**src/rtl/uart_frame_pkg.sv**
```systemverilog
// Shared constants and types for the UART frame decoder: control codes,
// bin geometry, error classes and the FSM state encodings.
package uart_frame_pkg;

    localparam int DATA_W     = 22;
    localparam int GROUP_W    = 7;
    localparam int MAX_GROUPS = 4;

    localparam logic [7:0] CTRL_FRAME_START = 8'h80;
    localparam logic [7:0] CTRL_FRAME_END   = 8'h81;
    localparam logic [7:0] CTRL_BIN_START   = 8'h82;
    localparam logic [7:0] CTRL_BIN_END     = 8'h83;

    typedef enum logic [1:0] {
        ERR_FRAMING  = 2'd0,
        ERR_OVERFLOW = 2'd1,
        ERR_PROTOCOL = 2'd2
    } err_code_t;

    typedef enum logic [1:0] {
        ST_IDLE  = 2'd0,
        ST_FRAME = 2'd1,
        ST_BIN   = 2'd2
    } dec_state_t;

    typedef enum logic [2:0] {
        RX_WAIT_HIGH = 3'd0,
        RX_IDLE      = 3'd1,
        RX_START     = 3'd2,
        RX_DATA      = 3'd3,
        RX_STOP      = 3'd4
    } rx_state_t;

    // ORs a 7-bit payload into slot idx of the bin value; bits above DATA_W fall off.
    function automatic logic [DATA_W-1:0] place_group(
        input logic [DATA_W-1:0]  acc,
        input logic [GROUP_W-1:0] payload,
        input logic [2:0]         idx
    );
        logic [DATA_W+GROUP_W-1:0] wide;
        wide = {{GROUP_W{1'b0}}, acc} |
               ({{DATA_W{1'b0}}, payload} << (GROUP_W * int'(idx)));
        return wide[DATA_W-1:0];
    endfunction

endpackage

```
**src/rtl/uart_rx_byte.sv**
```systemverilog
// 8N1 byte receiver: synchronises the line, detects start on a falling edge,
// samples mid-bit and flags a low stop bit as a framing error.
module uart_rx_byte
    import uart_frame_pkg::*;
#(
    parameter int CLKS_PER_BIT = 104
) (
    input  logic       i_clk,
    input  logic       i_rst,
    input  logic       i_rx,
    output logic       o_byte_valid,
    output logic       o_frame_err,
    output logic [7:0] o_byte
);

    localparam int CNT_W = (CLKS_PER_BIT > 2) ? $clog2(CLKS_PER_BIT) : 1;
    localparam logic [CNT_W-1:0] LAST_TICK = CNT_W'(CLKS_PER_BIT - 1);
    localparam logic [CNT_W-1:0] HALF_TICK = CNT_W'(CLKS_PER_BIT / 2 - 1);

    logic             r_sync1;
    logic             r_sync2;
    logic             r_prev;
    rx_state_t        r_state;
    logic [CNT_W-1:0] r_cnt;
    logic [2:0]       r_bit;
    logic [7:0]       r_shift;
    logic             r_byte_valid;
    logic             r_frame_err;
    logic [7:0]       r_byte;

    rx_state_t        w_state;
    logic [CNT_W-1:0] w_cnt;
    logic [2:0]       w_bit;
    logic [7:0]       w_shift;
    logic             w_byte_valid;
    logic             w_frame_err;
    logic [7:0]       w_byte;
    logic             w_fall;

    // Synchroniser resets low so a line held low across reset cannot look like idle.
    always_ff @(posedge i_clk or posedge i_rst) begin
        if (i_rst) begin
            r_sync1 <= 1'b0;
            r_sync2 <= 1'b0;
            r_prev  <= 1'b0;
        end else begin
            r_sync1 <= i_rx;
            r_sync2 <= r_sync1;
            r_prev  <= r_sync2;
        end
    end

    assign w_fall = r_prev & ~r_sync2;

    // Receiver state and output registers.
    always_ff @(posedge i_clk or posedge i_rst) begin
        if (i_rst) begin
            r_state      <= RX_WAIT_HIGH;
            r_cnt        <= '0;
            r_bit        <= 3'd0;
            r_shift      <= 8'h00;
            r_byte_valid <= 1'b0;
            r_frame_err  <= 1'b0;
            r_byte       <= 8'h00;
        end else begin
            r_state      <= w_state;
            r_cnt        <= w_cnt;
            r_bit        <= w_bit;
            r_shift      <= w_shift;
            r_byte_valid <= w_byte_valid;
            r_frame_err  <= w_frame_err;
            r_byte       <= w_byte;
        end
    end

    // Bit-timing state machine: next state and strobes.
    always_comb begin
        w_state      = r_state;
        w_cnt        = r_cnt;
        w_bit        = r_bit;
        w_shift      = r_shift;
        w_byte_valid = 1'b0;
        w_frame_err  = 1'b0;
        w_byte       = r_byte;
        case (r_state)
            RX_WAIT_HIGH: begin
                if (r_sync2) w_state = RX_IDLE;
                else         w_state = RX_WAIT_HIGH;
            end
            RX_IDLE: begin
                if (w_fall) begin
                    w_state = RX_START;
                    w_cnt   = '0;
                end else begin
                    w_state = RX_IDLE;
                end
            end
            RX_START: begin
                if (r_cnt == HALF_TICK) begin
                    w_cnt = '0;
                    w_bit = 3'd0;
                    if (!r_sync2) w_state = RX_DATA;
                    else          w_state = RX_IDLE;
                end else begin
                    w_cnt = r_cnt + CNT_W'(1);
                end
            end
            RX_DATA: begin
                if (r_cnt == LAST_TICK) begin
                    w_cnt   = '0;
                    w_shift = {r_sync2, r_shift[7:1]};
                    if (r_bit == 3'd7) w_state = RX_STOP;
                    else               w_bit   = r_bit + 3'd1;
                end else begin
                    w_cnt = r_cnt + CNT_W'(1);
                end
            end
            RX_STOP: begin
                if (r_cnt == LAST_TICK) begin
                    w_cnt   = '0;
                    w_state = RX_IDLE;
                    if (r_sync2) begin
                        w_byte_valid = 1'b1;
                        w_byte       = r_shift;
                    end else begin
                        w_frame_err  = 1'b1;
                    end
                end else begin
                    w_cnt = r_cnt + CNT_W'(1);
                end
            end
            default: begin
                w_state = RX_WAIT_HIGH;
            end
        endcase
    end

    assign o_byte_valid = r_byte_valid;
    assign o_frame_err  = r_frame_err;
    assign o_byte       = r_byte;

endmodule

```
**src/rtl/uart_frame_decoder.sv**
```systemverilog
// Frame/bin protocol decoder on top of an 8N1 byte receiver: assembles
// 7-bit data groups into 22-bit bins and reports frame boundaries and errors.
module uart_frame_decoder
    import uart_frame_pkg::*;
#(
    parameter int CLKS_PER_BIT = 104,
    parameter int BIN_CNT_W    = 10
) (
    input  logic                 sys_clock,
    input  logic                 reset,
    input  logic                 UART_RX,
    output logic                 o_frame_start,
    output logic                 o_frame_end,
    output logic [BIN_CNT_W-1:0] o_frame_bins,
    output logic                 o_bin_valid,
    output logic [DATA_W-1:0]    o_bin_data,
    output logic [BIN_CNT_W-1:0] o_bin_index,
    output logic                 o_error,
    output logic [1:0]           o_error_code
);

    logic       w_rx_valid;
    logic       w_rx_err;
    logic [7:0] w_rx_byte;

    uart_rx_byte #(.CLKS_PER_BIT(CLKS_PER_BIT)) u_rx (
        .i_clk        (sys_clock),
        .i_rst        (reset),
        .i_rx         (UART_RX),
        .o_byte_valid (w_rx_valid),
        .o_frame_err  (w_rx_err),
        .o_byte       (w_rx_byte)
    );

    dec_state_t           r_state,       w_state;
    logic [BIN_CNT_W-1:0] r_bin_cnt,     w_bin_cnt;
    logic [DATA_W-1:0]    r_acc,         w_acc;
    logic [2:0]           r_groups,      w_groups;
    logic                 r_frame_start, w_frame_start;
    logic                 r_frame_end,   w_frame_end;
    logic [BIN_CNT_W-1:0] r_frame_bins,  w_frame_bins;
    logic                 r_bin_valid,   w_bin_valid;
    logic [DATA_W-1:0]    r_bin_data,    w_bin_data;
    logic [BIN_CNT_W-1:0] r_bin_index,   w_bin_index;
    logic                 r_error,       w_error;
    logic [1:0]           r_error_code,  w_error_code;
    logic                 w_overflow;

    // Decoder state and registered outputs.
    always_ff @(posedge sys_clock or posedge reset) begin
        if (reset) begin
            r_state       <= ST_IDLE;
            r_bin_cnt     <= '0;
            r_acc         <= '0;
            r_groups      <= 3'd0;
            r_frame_start <= 1'b0;
            r_frame_end   <= 1'b0;
            r_frame_bins  <= '0;
            r_bin_valid   <= 1'b0;
            r_bin_data    <= '0;
            r_bin_index   <= '0;
            r_error       <= 1'b0;
            r_error_code  <= 2'd0;
        end else begin
            r_state       <= w_state;
            r_bin_cnt     <= w_bin_cnt;
            r_acc         <= w_acc;
            r_groups      <= w_groups;
            r_frame_start <= w_frame_start;
            r_frame_end   <= w_frame_end;
            r_frame_bins  <= w_frame_bins;
            r_bin_valid   <= w_bin_valid;
            r_bin_data    <= w_bin_data;
            r_bin_index   <= w_bin_index;
            r_error       <= w_error;
            r_error_code  <= w_error_code;
        end
    end

    // A fifth group, or a fourth group wider than the single bit left, overflows.
    assign w_overflow = (r_groups == 3'(MAX_GROUPS)) ||
                        ((r_groups == 3'(MAX_GROUPS - 1)) && (w_rx_byte[6:0] > 7'd1));

    // Protocol state machine: next state and output values per received byte.
    always_comb begin
        w_state       = r_state;
        w_bin_cnt     = r_bin_cnt;
        w_acc         = r_acc;
        w_groups      = r_groups;
        w_frame_start = 1'b0;
        w_frame_end   = 1'b0;
        w_frame_bins  = r_frame_bins;
        w_bin_valid   = 1'b0;
        w_bin_data    = r_bin_data;
        w_bin_index   = r_bin_index;
        w_error       = 1'b0;
        w_error_code  = r_error_code;
        if (w_rx_err) begin
            w_error      = 1'b1;
            w_error_code = ERR_FRAMING;
        end else if (w_rx_valid && w_rx_byte[7]) begin
            case (w_rx_byte)
                CTRL_FRAME_START: begin
                    w_frame_start = 1'b1;
                    w_bin_cnt     = '0;
                    w_state       = ST_FRAME;
                    if (r_state == ST_BIN) begin
                        w_error      = 1'b1;
                        w_error_code = ERR_PROTOCOL;
                    end else begin
                        w_error      = 1'b0;
                    end
                end
                CTRL_FRAME_END: begin
                    case (r_state)
                        ST_FRAME: begin
                            w_frame_end  = 1'b1;
                            w_frame_bins = r_bin_cnt;
                            w_state      = ST_IDLE;
                        end
                        ST_BIN: begin
                            w_error      = 1'b1;
                            w_error_code = ERR_PROTOCOL;
                            w_frame_end  = 1'b1;
                            w_frame_bins = r_bin_cnt;
                            w_state      = ST_IDLE;
                        end
                        default: begin
                            w_state = r_state;
                        end
                    endcase
                end
                CTRL_BIN_START: begin
                    case (r_state)
                        ST_FRAME: begin
                            w_acc    = '0;
                            w_groups = 3'd0;
                            w_state  = ST_BIN;
                        end
                        ST_BIN: begin
                            w_error      = 1'b1;
                            w_error_code = ERR_PROTOCOL;
                            w_acc        = '0;
                            w_groups     = 3'd0;
                        end
                        default: begin
                            w_error      = 1'b1;
                            w_error_code = ERR_PROTOCOL;
                        end
                    endcase
                end
                CTRL_BIN_END: begin
                    if (r_state == ST_BIN) begin
                        w_bin_valid = 1'b1;
                        w_bin_data  = r_acc;
                        w_bin_index = r_bin_cnt;
                        w_bin_cnt   = (r_bin_cnt == {BIN_CNT_W{1'b1}}) ?
                                      r_bin_cnt : r_bin_cnt + BIN_CNT_W'(1);
                        w_state     = ST_FRAME;
                    end else begin
                        w_error      = 1'b1;
                        w_error_code = ERR_PROTOCOL;
                    end
                end
                default: begin
                    w_error      = 1'b1;
                    w_error_code = ERR_PROTOCOL;
                end
            endcase
        end else if (w_rx_valid) begin
            if (r_state != ST_BIN) begin
                w_error      = 1'b1;
                w_error_code = ERR_PROTOCOL;
            end else if (w_overflow) begin
                w_error      = 1'b1;
                w_error_code = ERR_OVERFLOW;
                w_state      = ST_FRAME;
            end else begin
                w_acc    = place_group(r_acc, w_rx_byte[6:0], r_groups);
                w_groups = r_groups + 3'd1;
            end
        end else begin
            w_state = r_state;
        end
    end

    assign o_frame_start = r_frame_start;
    assign o_frame_end   = r_frame_end;
    assign o_frame_bins  = r_frame_bins;
    assign o_bin_valid   = r_bin_valid;
    assign o_bin_data    = r_bin_data;
    assign o_bin_index   = r_bin_index;
    assign o_error       = r_error;
    assign o_error_code  = r_error_code;

endmodule

```
**config.mk**
```make
export PLATFORM = sky130hd
export DESIGN_NAME = uart_frame_decoder
export DESIGN_NICKNAME = d
export VERILOG_FILES = /design/src/rtl/uart_frame_pkg.sv /design/src/rtl/uart_rx_byte.sv /design/src/rtl/uart_frame_decoder.sv
export SDC_FILE = /design/constraint.sdc
export NUM_CORES = 1
export LEC_CHECK = 0
export CORE_MARGIN = 3
export CORE_UTILIZATION = 51
export CTS_CLUSTER_SIZE = 12
export DETAILED_ROUTE_END_ITERATION = 10
export GPL_ROUTABILITY_DRIVEN = 0
export PLACE_DENSITY = 0.81
export SLEW_MARGIN = 20
export SYNTH_ARGS = -nofsm -noshare
export SYNTH_HDL_FRONTEND = slang
export SYNTH_SLANG_ARGS = --single-unit
```
**constraint.sdc**
```tcl
create_clock -name sys_clock -period 3.5 [get_ports sys_clock]
set_input_delay 0.35 -clock sys_clock [delete_from_list [all_inputs] [get_ports sys_clock]]
set_output_delay 0.35 -clock sys_clock [all_outputs]
set_load 0.1 [all_outputs]
```
==> results of run 1 <==
-- synth_stat cells (4+ instances only) --
master    number
buf_2          5
and2_1         4
inv_1         18
o21ai_0       25
nand2_1       92
nand4_1        6
nor2_1        20
clkbuf_1      10
a31oi_1        9
ha_1           9
nor3_1        12
dfrtp_1      119
a22o_1        18
nand3_1       19
and3_1         5
mux2i_1        5
mux2_2        35
a21oi_1       18
-- cell families (layout without fill, tap and decap cells) --
kind of cell	after synthesis	after routing	share of synthesized area (%)
simple gates	186	186	17.3
mux	40	40	8.48
xor+xnor	2	2	0.334
compound gates	92	92	12.1
buf+inv	35	103	2.84
fa+ha+maj	9	9	2.15
flops	119	119	56.8
-- worst max path at each step --
stage | start | to | slack (ns)
global placement | u_rx.o_byte[4]$_DFFE_PP0P_ | r_bin_cnt[1]$_DFFE_PP0P_ | 1.10
floorplan | r_groups[0]$_DFFE_PP0P_ | r_state[0]$_DFFE_PP0P_ | 1.49
CTS | u_rx.o_byte[4]$_DFFE_PP0P_ | r_bin_cnt[1]$_DFFE_PP0P_ | 0.95
detailed placement | u_rx.o_byte[4]$_DFFE_PP0P_ | r_bin_cnt[1]$_DFFE_PP0P_ | 0.96
finish | u_rx.o_byte[4]$_DFFE_PP0P_ | r_bin_cnt[1]$_DFFE_PP0P_ | 0.95
global route | u_rx.o_byte[4]$_DFFE_PP0P_ | r_bin_cnt[1]$_DFFE_PP0P_ | 0.68
-- through the flow --
| step | instances | util, % | hold slack [ns] | power [mW] |
|---|---|---|---|---|
| detailed placement | 652 | 59.4 | 0.355 | 1.70 |
| floorplan | 483 | - | 0.331 | 1.64 |
| CTS | 684 | 65.1 | 0.194 | 3.32 |
| global placement | 652 | 59.4 | 0.333 | 1.68 |
| finish | 684 | 65.1 | 0.196 | 3.29 |
| global route | 684 | 65.1 | 0.218 | 3.40 |
-- flip-flops by register name, summed over array words and instances (netlist names), 2 cells and up --
name          flops
u_rx.o_byte       8
r_groups          3
o_frame_bins     10
r_state           2
o_bin_data       22
u_rx.r_cnt        7
u_rx.r_bit        3
u_rx.r_state      3
o_bin_index      10
r_acc            22
r_bin_cnt        10
o_error_code      2
u_rx.r_shift      8
-- per-layer routing --
layer | vias up | wire length, um
met5 | - | 0
met4 | 0 | 149
li1 | 1839 | -
met3 | 16 | 584
met2 | 141 | 5330
met1 | 1909 | 4960
-- power groups by stage --
stage               Sequential [mW]  Combinational (mW)  Clock [mW]
floorplan                      1.46               0.177           0
finish                         1.47               0.203        1.61
global placement               1.49               0.190           0
global route                   1.48               0.229        1.70
detailed placement             1.49               0.203           0
CTS                            1.47               0.205        1.64
-- layout make-up --
cell class / count / area, um^2 / share of cell area (%)
repair buffers: 53 / 536 / 8.33
clock buffers: 17 / 414 / 6.45
clock inverters: 15 / 146 / 2.28
inverters: 18 / 71.3 / 1.11
flip-flops and latches: 119 / 2980 / 46.3
multi-input cells: 329 / 2110 / 32.9
well taps: 133 / 166 / 2.59
==> reports/results.ini, run 1 <==
[yosys]
ys_seq_area_share_pct = 56.8
postSynthCellCount = 483
ys_seq_elements = 119
synth_warnings = 0
synthArstFlopShare_pct = 100
ys_types = 54
yosysTopAreaCell = dfrtp_1
syn-cell-area_um2 = 5240
ys_top_cells_by_area = dfrtp_1, mux2_2, nand2_1
synth_flop_cell = dfrtp_1
synth.avg_cell_area_um2 = 10.8
synth.net_count = 495
synth_enable_flop_cells = 0
synth_top_area_share_pct = 56.8

[pwr]
p_int_mw = 2.45
pwr-share-seq_pct = 44.8
power.density_nw_per_um2 = 511
switching_share_pct = 25.6
combPwrFrac_pct = 6.2
power.share.clock_pct = 49.0
leakage_nw = 3.03
ir_worst_vdd_mv = 0.456
p_switching_uw = 840

[timing]
rsz0062_at_grt = false
slew-limit-headroom_pct = 33.7
setup_ws_ns = 0.950
finalMaxSlewViolations = 0
max_freq_mhz = 392
finalCritPeriodShare_pct = 72.9
setup_viol = 0
hold_viol_final = 0
clock_skew_ns = 0.00800
setup_tns_ns = 0
worstMarginPinSlew_ns = 0.991
fin_crit_ns = 2.55

[setup_path]
endpoint_kind = flip-flop
required_ns = 3.93
r2r_start = u_rx.o_byte[4]$_DFFE_PP0P_
r2r_slack_ns = 0.95
crit_path_max_fanout = 35
crit_chain = nor4b_2 > nand3_1 > or2_2 > inv_1 > o21ai_0 > o21ai_0
r2r_cells = 6
crit_type = flip-flop to flip-flop
cp.arrival_ns = 2.98
cp_slowest_cell = or2_2
path_common_cell = o21ai_0
crit_family = simple AND/OR/NAND/NOR gates
path_depth = 6
critPathLaunchType = flip-flop
cp_slowest_stage_delay_ns = 0.59
crit_buf_inv = 1
r2r_end = r_bin_cnt[1]$_DFFE_PP0P_

[routing]
vias = 3905
wirelength_mm = 11.0
wl_per_cell_um = 16.1
drc = 0
dr.pass1.iters = 5
antenna_left = 0
drtIter0Drc = 259
vias_per_cell = 5.71

[clock_network]
clock_sinks = 119
cts_root_buf = clkbuf_8
worstSkewPairLatency_ns = 0.51
htreeDepth = 4
cts_tree = done
ctsHoldBuffers = 0
path_clk_slew_ns = 0.06
cts_buffer_depth = 2
cts_buffers = 17
cts_setup_buffers = 0
ctsResizeCount = 0

[global_routing]
antenna_found_initial = 0
met3_usage_pct = 4.68
grtUsageTotal_pct = 20.6
grt_max_degree = 62
grt_pass1_wl_mm = 18.6
top_usage_layer = met2
use_met2_pct = 32.8
grt_overflow = 0
grt_pass1_vias = 3886
use_met1_pct = 27.2

[floorplan]
row_count = 36
chipWidth_um = 107
dieArea_um2 = 11500
fp.coreArea_um2 = 9860
ios = 51
initial_core_util_pct = 53.1
die_h_um = 107

[place]
io_buffers = 50
dp_slack_ns = 0.960
dp.final_hpwl_mm = 7.61
dpl_cell_area_um2 = 5860

[worst_hold_path]
hp-class = primary input to asynchronous set/reset pin

[final_layout]
area_delta_synth_final_pct = 22.6
layout.nets = 550
final_common_cell = dfrtp_1
final_cell_area_um2 = 6420
n_antenna_cell = 0
drive_above_1_share_pct = 14.5
most-common-layout-cells = dfrtp_1, nand2_1, clkdlybuf4s50_1
n_fill_cell = 729

[outcome]
status = complete, no violations

[run]
drv_cap = 0

Power figures use the tool's default switching activity.
==> run 2: changes to the inputs <==
--- a/config.mk
+++ b/config.mk
@@ -6,11 +6,11 @@
 export NUM_CORES = 1
 export LEC_CHECK = 0
 export CORE_MARGIN = 3
-export CORE_UTILIZATION = 51
+export CORE_UTILIZATION = 57
 export CTS_CLUSTER_SIZE = 12
 export DETAILED_ROUTE_END_ITERATION = 10
 export GPL_ROUTABILITY_DRIVEN = 0
-export PLACE_DENSITY = 0.81
+export PLACE_DENSITY = 0.86
 export SLEW_MARGIN = 20
 export SYNTH_ARGS = -nofsm -noshare
 export SYNTH_HDL_FRONTEND = slang
==> constraint.sdc (replaced) <==
create_clock -name sys_clock -period 2.4 [get_ports sys_clock]
set_input_delay 0.24 -clock sys_clock [delete_from_list [all_inputs] [get_ports sys_clock]]
set_output_delay 0.24 -clock sys_clock [all_outputs]
set_load 0.1 [all_outputs]
==> reports/results.ini, run 2 (synthesis gave the netlist of run 1 again) <==
[floorplan]
initial_core_util_pct = 59.5
dieArea_um2 = 10400
row_count = 34
ios = 51
die_h_um = 102
chipWidth_um = 102
fp.coreArea_um2 = 8810

[routing]
wirelength_mm = 10.8
dr.pass1.iters = 4
vias = 3919
vias_per_cell = 5.88
antenna_left = 0
drc = 0
wl_per_cell_um = 16.2
drtIter0Drc = 270

[timing]
rsz0062_at_grt = false
finalMaxSlewViolations = 0
clock_skew_ns = 0.00995
slew-limit-headroom_pct = 46.7
worstMarginPinSlew_ns = 0.794
setup_tns_ns = 0
fin_crit_ns = 2.26
max_freq_mhz = 443
hold_viol_final = 0
finalCritPeriodShare_pct = 94.0
setup_viol = 0

[pwr]
p_switching_mw = 1.10
power.density_nw_per_um2 = 743
p_int_mw = 3.61
switching_share_pct = 23.3
power.share.clock_pct = 48.2
ir_worst_vdd_mv = 0.539
leakage_nw = 3.16
pwr-share-seq_pct = 45.6
combPwrFrac_pct = 6.2

[outcome]
status = complete, no violations

[setup_path]
endpoint_kind = flip-flop
crit_buf_inv = 1
critPathLaunch = u_rx.o_byte[4]$_DFFE_PP0P_
r2r_start = u_rx.o_byte[4]$_DFFE_PP0P_
cp_slowest_cell = or4b_4
critPathLaunchType = flip-flop
crit_path_max_fanout = 9
cp.arrival_ns = 2.64
cp_slowest_stage_delay_ns = 0.62
required_ns = 2.78
crit_family = simple AND/OR/NAND/NOR gates
crit_chain = or4b_4 > nor4_4 > inv_1 > o21ai_0 > o31ai_1
crit_type = flip-flop to flip-flop

[worst_hold_path]
hp-class = primary input to asynchronous set/reset pin

[clock_network]
cts_buffer_depth = 2
worstSkewPairLatency_ns = 0.51
ctsHoldBuffers = 0
cts_tree = done
cts_buffers = 17
path_clk_slew_ns = 0.05
clock_sinks = 119
cts_setup_buffers = 0
cts_root_buf = clkbuf_8
htreeDepth = 4

[place]
io_buffers = 50
dp.final_hpwl_mm = 7.29
placed_cells = 637

[run]
drv_cap = 0

[global_routing]
grt_pass1_vias = 3801
grt_pass1_wl_mm = 18.1
grt_max_degree = 35
grt_overflow = 0
antenna_found_initial = 0
grtUsageTotal_pct = 22.3

[final_layout]
final_common_cell = dfrtp_1
final_cell_count_no_fill = 667
drive_above_1_share_pct = 24.2
layout.nets = 560
area_delta_synth_final_pct = 20.9
most-common-layout-cells = dfrtp_1, nand2_1, buf_4
n_antenna_cell = 0

## run 2: changes by cell type in the layout (fill, tap and decap cells not counted), moves of 3 or more
cell | before | now
buf_4 | 2 | 60
clkdlybuf4s50_1 | 50 | 2
clkinv_4 | 6 | 0
inv_6 | 5 | 0
clkbuf_8 | 1 | 4
## run 2: cell type report
cell class / count / area (um^2)
clock buffers: 22 / 463
clock inverters: 8 / 75.1
fillers: 589 / 2470
inverters: 18 / 71.3
multi-input cells: 329 / 2120
flip-flops and latches: 119 / 2980
well taps: 108 / 135
repair buffers: 63 / 490
## run 2: what timing repair did
action | in CTS | in global routing
setup endpoints to repair | 1 | 22
gates resized for setup | 1 | 1
endpoints found under the hold margin | 0 | 0
pin swaps | 0 | 1
## run 2: worst paths after layout
check | end | slack (ns) | depth (start not counted)
worst max register to register | r_bin_cnt[7]$_DFFE_PP0P_ | 0.14 | 5
worst min register to register | u_rx.r_sync2$_DFF_PP0_ | 0.36 | 0
worst max-delay path | r_bin_cnt[7]$_DFFE_PP0P_ | 0.14 | 5
worst min-delay path | u_rx.o_byte[2]$_DFFE_PP0P_ | 0.15 | 2
max in group asynchronous | o_frame_bins[0]$_DFFE_PP0P_ | 1.54 | 3
min in group sys_clock | u_rx.r_sync1$_DFF_PP0_ | 0.18 | 1
## run 2: layer usage
layer	GRT usage, %	vias to the layer above	wire length [um]
met4	7.27	0	136
met1	28.3	1938	4720
li1	-	1858	-
met2	35.9	112	5350
met5	0	-	0
met3	8.19	11	611
## run 2: metrics by stage
step / total power, mW / hold WS, ns / setup WS [ns] / utilization [%] / cell area [um^2]
final: 4.71 / 0.152 / 0.145 / 71.9 / 6330
after global routing: 4.88 / 0.153 / 0.0247 / 71.9 / 6330
after CTS: 4.74 / 0.167 / 0.131 / 71.9 / 6330
after detailed placement: 2.47 / 0.344 / 0.0261 / 65.7 / 5790
after global placement: 2.45 / 0.337 / 0.0531 / 65.7 / 5790
after floorplan: 2.39 / 0.271 / 0.391 / - / 5240
## run 2: power groups by stage
stage | registers [mW] | logic [mW] | clock network, mW
detailed placement | 2.18 | 0.292 | 0
global route | 2.15 | 0.342 | 2.39
floorplan | 2.13 | 0.259 | 0
CTS | 2.14 | 0.299 | 2.30
global placement | 2.17 | 0.278 | 0
finish | 2.15 | 0.292 | 2.27
## run 2: worst register-to-register path, cell delays in order (launching register included)
cell     delay, ns
dfrtp_1       0.48
or4b_4        0.62
nor4_4        0.53
inv_1         0.19
o21ai_0       0.22
o31ai_1       0.10
==> run 3: changes to the inputs <==
--- a/config.mk
+++ b/config.mk
@@ -10,6 +10,7 @@
 export CTS_CLUSTER_SIZE = 12
 export DETAILED_ROUTE_END_ITERATION = 10
 export GPL_ROUTABILITY_DRIVEN = 0
+export MAX_ROUTING_LAYER = met4
 export PLACE_DENSITY = 0.86
 export SLEW_MARGIN = 20
 export SYNTH_ARGS = -nofsm -noshare
==> reports/results.ini, run 3 (synthesis gave the netlist of run 1 again) <==
[outcome]
status = complete, no violations

[pwr]
power.density_nw_per_um2 = 743
p_int_mw = 3.61
fin_total_pwr_mw = 4.71
leakage_nw = 3.16
combPwrFrac_pct = 6.2
ir_worst_vdd_mv = 0.541
switching_share_pct = 23.3
pwr-share-seq_pct = 45.6
p_switching_mw = 1.10
power.share.clock_pct = 48.2

[global_routing]
grtUsageTotal_pct = 23.0
antenna_found_initial = 0
grt_max_degree = 35
grt_pass1_wl_mm = 18.1
grt_pass1_vias = 3811
grt_overflow = 0

[timing]
worstMarginPinSlew_ns = 0.781
max_freq_mhz = 446
fin_crit_ns = 2.24
slew-limit-headroom_pct = 47.5
finalCritPeriodShare_pct = 93.4
clock_skew_ns = 0.00971
setup_ws_ns = 0.158
setup_tns_ns = 0
rsz0062_at_grt = false
setup_viol = 0
finalMaxSlewViolations = 0
hold_viol_final = 0

[routing]
wirelength_mm = 10.8
dr.pass1.iters = 5
antenna_left = 0
drc = 0
vias_per_cell = 5.91
vias = 3942
wl_per_cell_um = 16.2
drtIter0Drc = 296

[final_layout]
most-common-layout-cells = dfrtp_1, nand2_1, buf_4
regArea_um2 = 2980
final_common_cell = dfrtp_1
drive_above_1_share_pct = 24.2
n_antenna_cell = 0
area_delta_synth_final_pct = 20.9
n_fill_cell = 589
multi_input_area_um2 = 2120
layout.nets = 560
fin_util_pct = 71.9

[place]
dp.final_hpwl_mm = 7.29
io_buffers = 50
dp_slack_ns = 0.0261

[clock_network]
path_clk_slew_ns = 0.05
cts_root_buf = clkbuf_8
clock_sinks = 119
htreeDepth = 4
cts_tree = done
worstSkewPairLatency_ns = 0.51
cts_buffer_depth = 2
cts_buffers = 17
ctsHoldBuffers = 0

[floorplan]
chipWidth_um = 102
ios = 51
initial_core_util_pct = 59.5
dieArea_um2 = 10400
fp.coreArea_um2 = 8810
row_count = 34
die_h_um = 102

[run]
drv_cap = 0

[setup_path]
r2r_start = u_rx.o_byte[4]$_DFFE_PP0P_
critPathLaunchType = flip-flop
critPathLaunch = u_rx.o_byte[4]$_DFFE_PP0P_
endpoint_kind = flip-flop
crit_path_max_fanout = 9
cp.arrival_ns = 2.63
required_ns = 2.79
crit_type = flip-flop to flip-flop

[worst_hold_path]
hp-class = primary input to asynchronous set/reset pin

-- run 3: cell counts in the layout (fill, tap and decap cells not counted) --
Identical to the previous run, type by type.
-- run 3: timing repair --
action	4_1_cts	5_1_grt
endpoints found under the setup margin	1	22
gates resized for setup	1	1
pin swaps	0	1
buffers inserted	0	0
-- run 3: metrics by stage --
| step | instance area, um^2 | hold WS [ns] | cells |
|---|---|---|---|
| floorplan | 5240 | 0.271 | 483 |
| global placement | 5790 | 0.337 | 637 |
| detailed placement | 5790 | 0.344 | 637 |
| CTS | 6330 | 0.167 | 667 |
| global route | 6330 | 0.158 | 667 |
| finish | 6330 | 0.157 | 667 |
-- run 3: critical path, stage by stage, from the launching register on --
cell and delay [ns]:
dfrtp_1 0.47, or4b_4 0.61, nor4_4 0.53, inv_1 0.19, o21ai_0 0.22, o31ai_1 0.10
-- run 3: power groups by stage --
stage / Sequential, mW / Combinational [mW] / Clock (mW)
final: 2.14 / 0.293 / 2.27
after global routing: 2.15 / 0.342 / 2.39
after CTS: 2.14 / 0.299 / 2.30
after detailed placement: 2.18 / 0.292 / 0
after global placement: 2.17 / 0.278 / 0
after floorplan: 2.13 / 0.259 / 0
-- run 3: metal layers --
layer	wire (um)	track usage (%)	share of wire, %
met5	0	-	0
met4	211	8.48	1.9
met3	570	6.96	5.3
met2	5320	35.9	49
met1	4730	28.5	44
-- run 3: area by class of cell --
class	count	share of cell area [%]
sequential	119	47.0
multi-input combinational	329	33.5
timing repair buffer	63	7.74
clock buffer	22	7.31
tap	108	2.13
clock inverter	8	1.19
inverter	18	1.13
-- run 3: worst paths after layout --
check	endpoint	depth (start not counted)	slack, ns
max	r_bin_cnt[7]$_DFFE_PP0P_	5	0.16
min	u_rx.o_byte[2]$_DFFE_PP0P_	2	0.16
max reg2reg	r_bin_cnt[7]$_DFFE_PP0P_	5	0.16
min reg2reg	u_rx.r_sync2$_DFF_PP0_	0	0.36
max in group asynchronous	o_frame_bins[0]$_DFFE_PP0P_	3	1.54
min in group sys_clock	u_rx.r_sync1$_DFF_PP0_	1	0.18
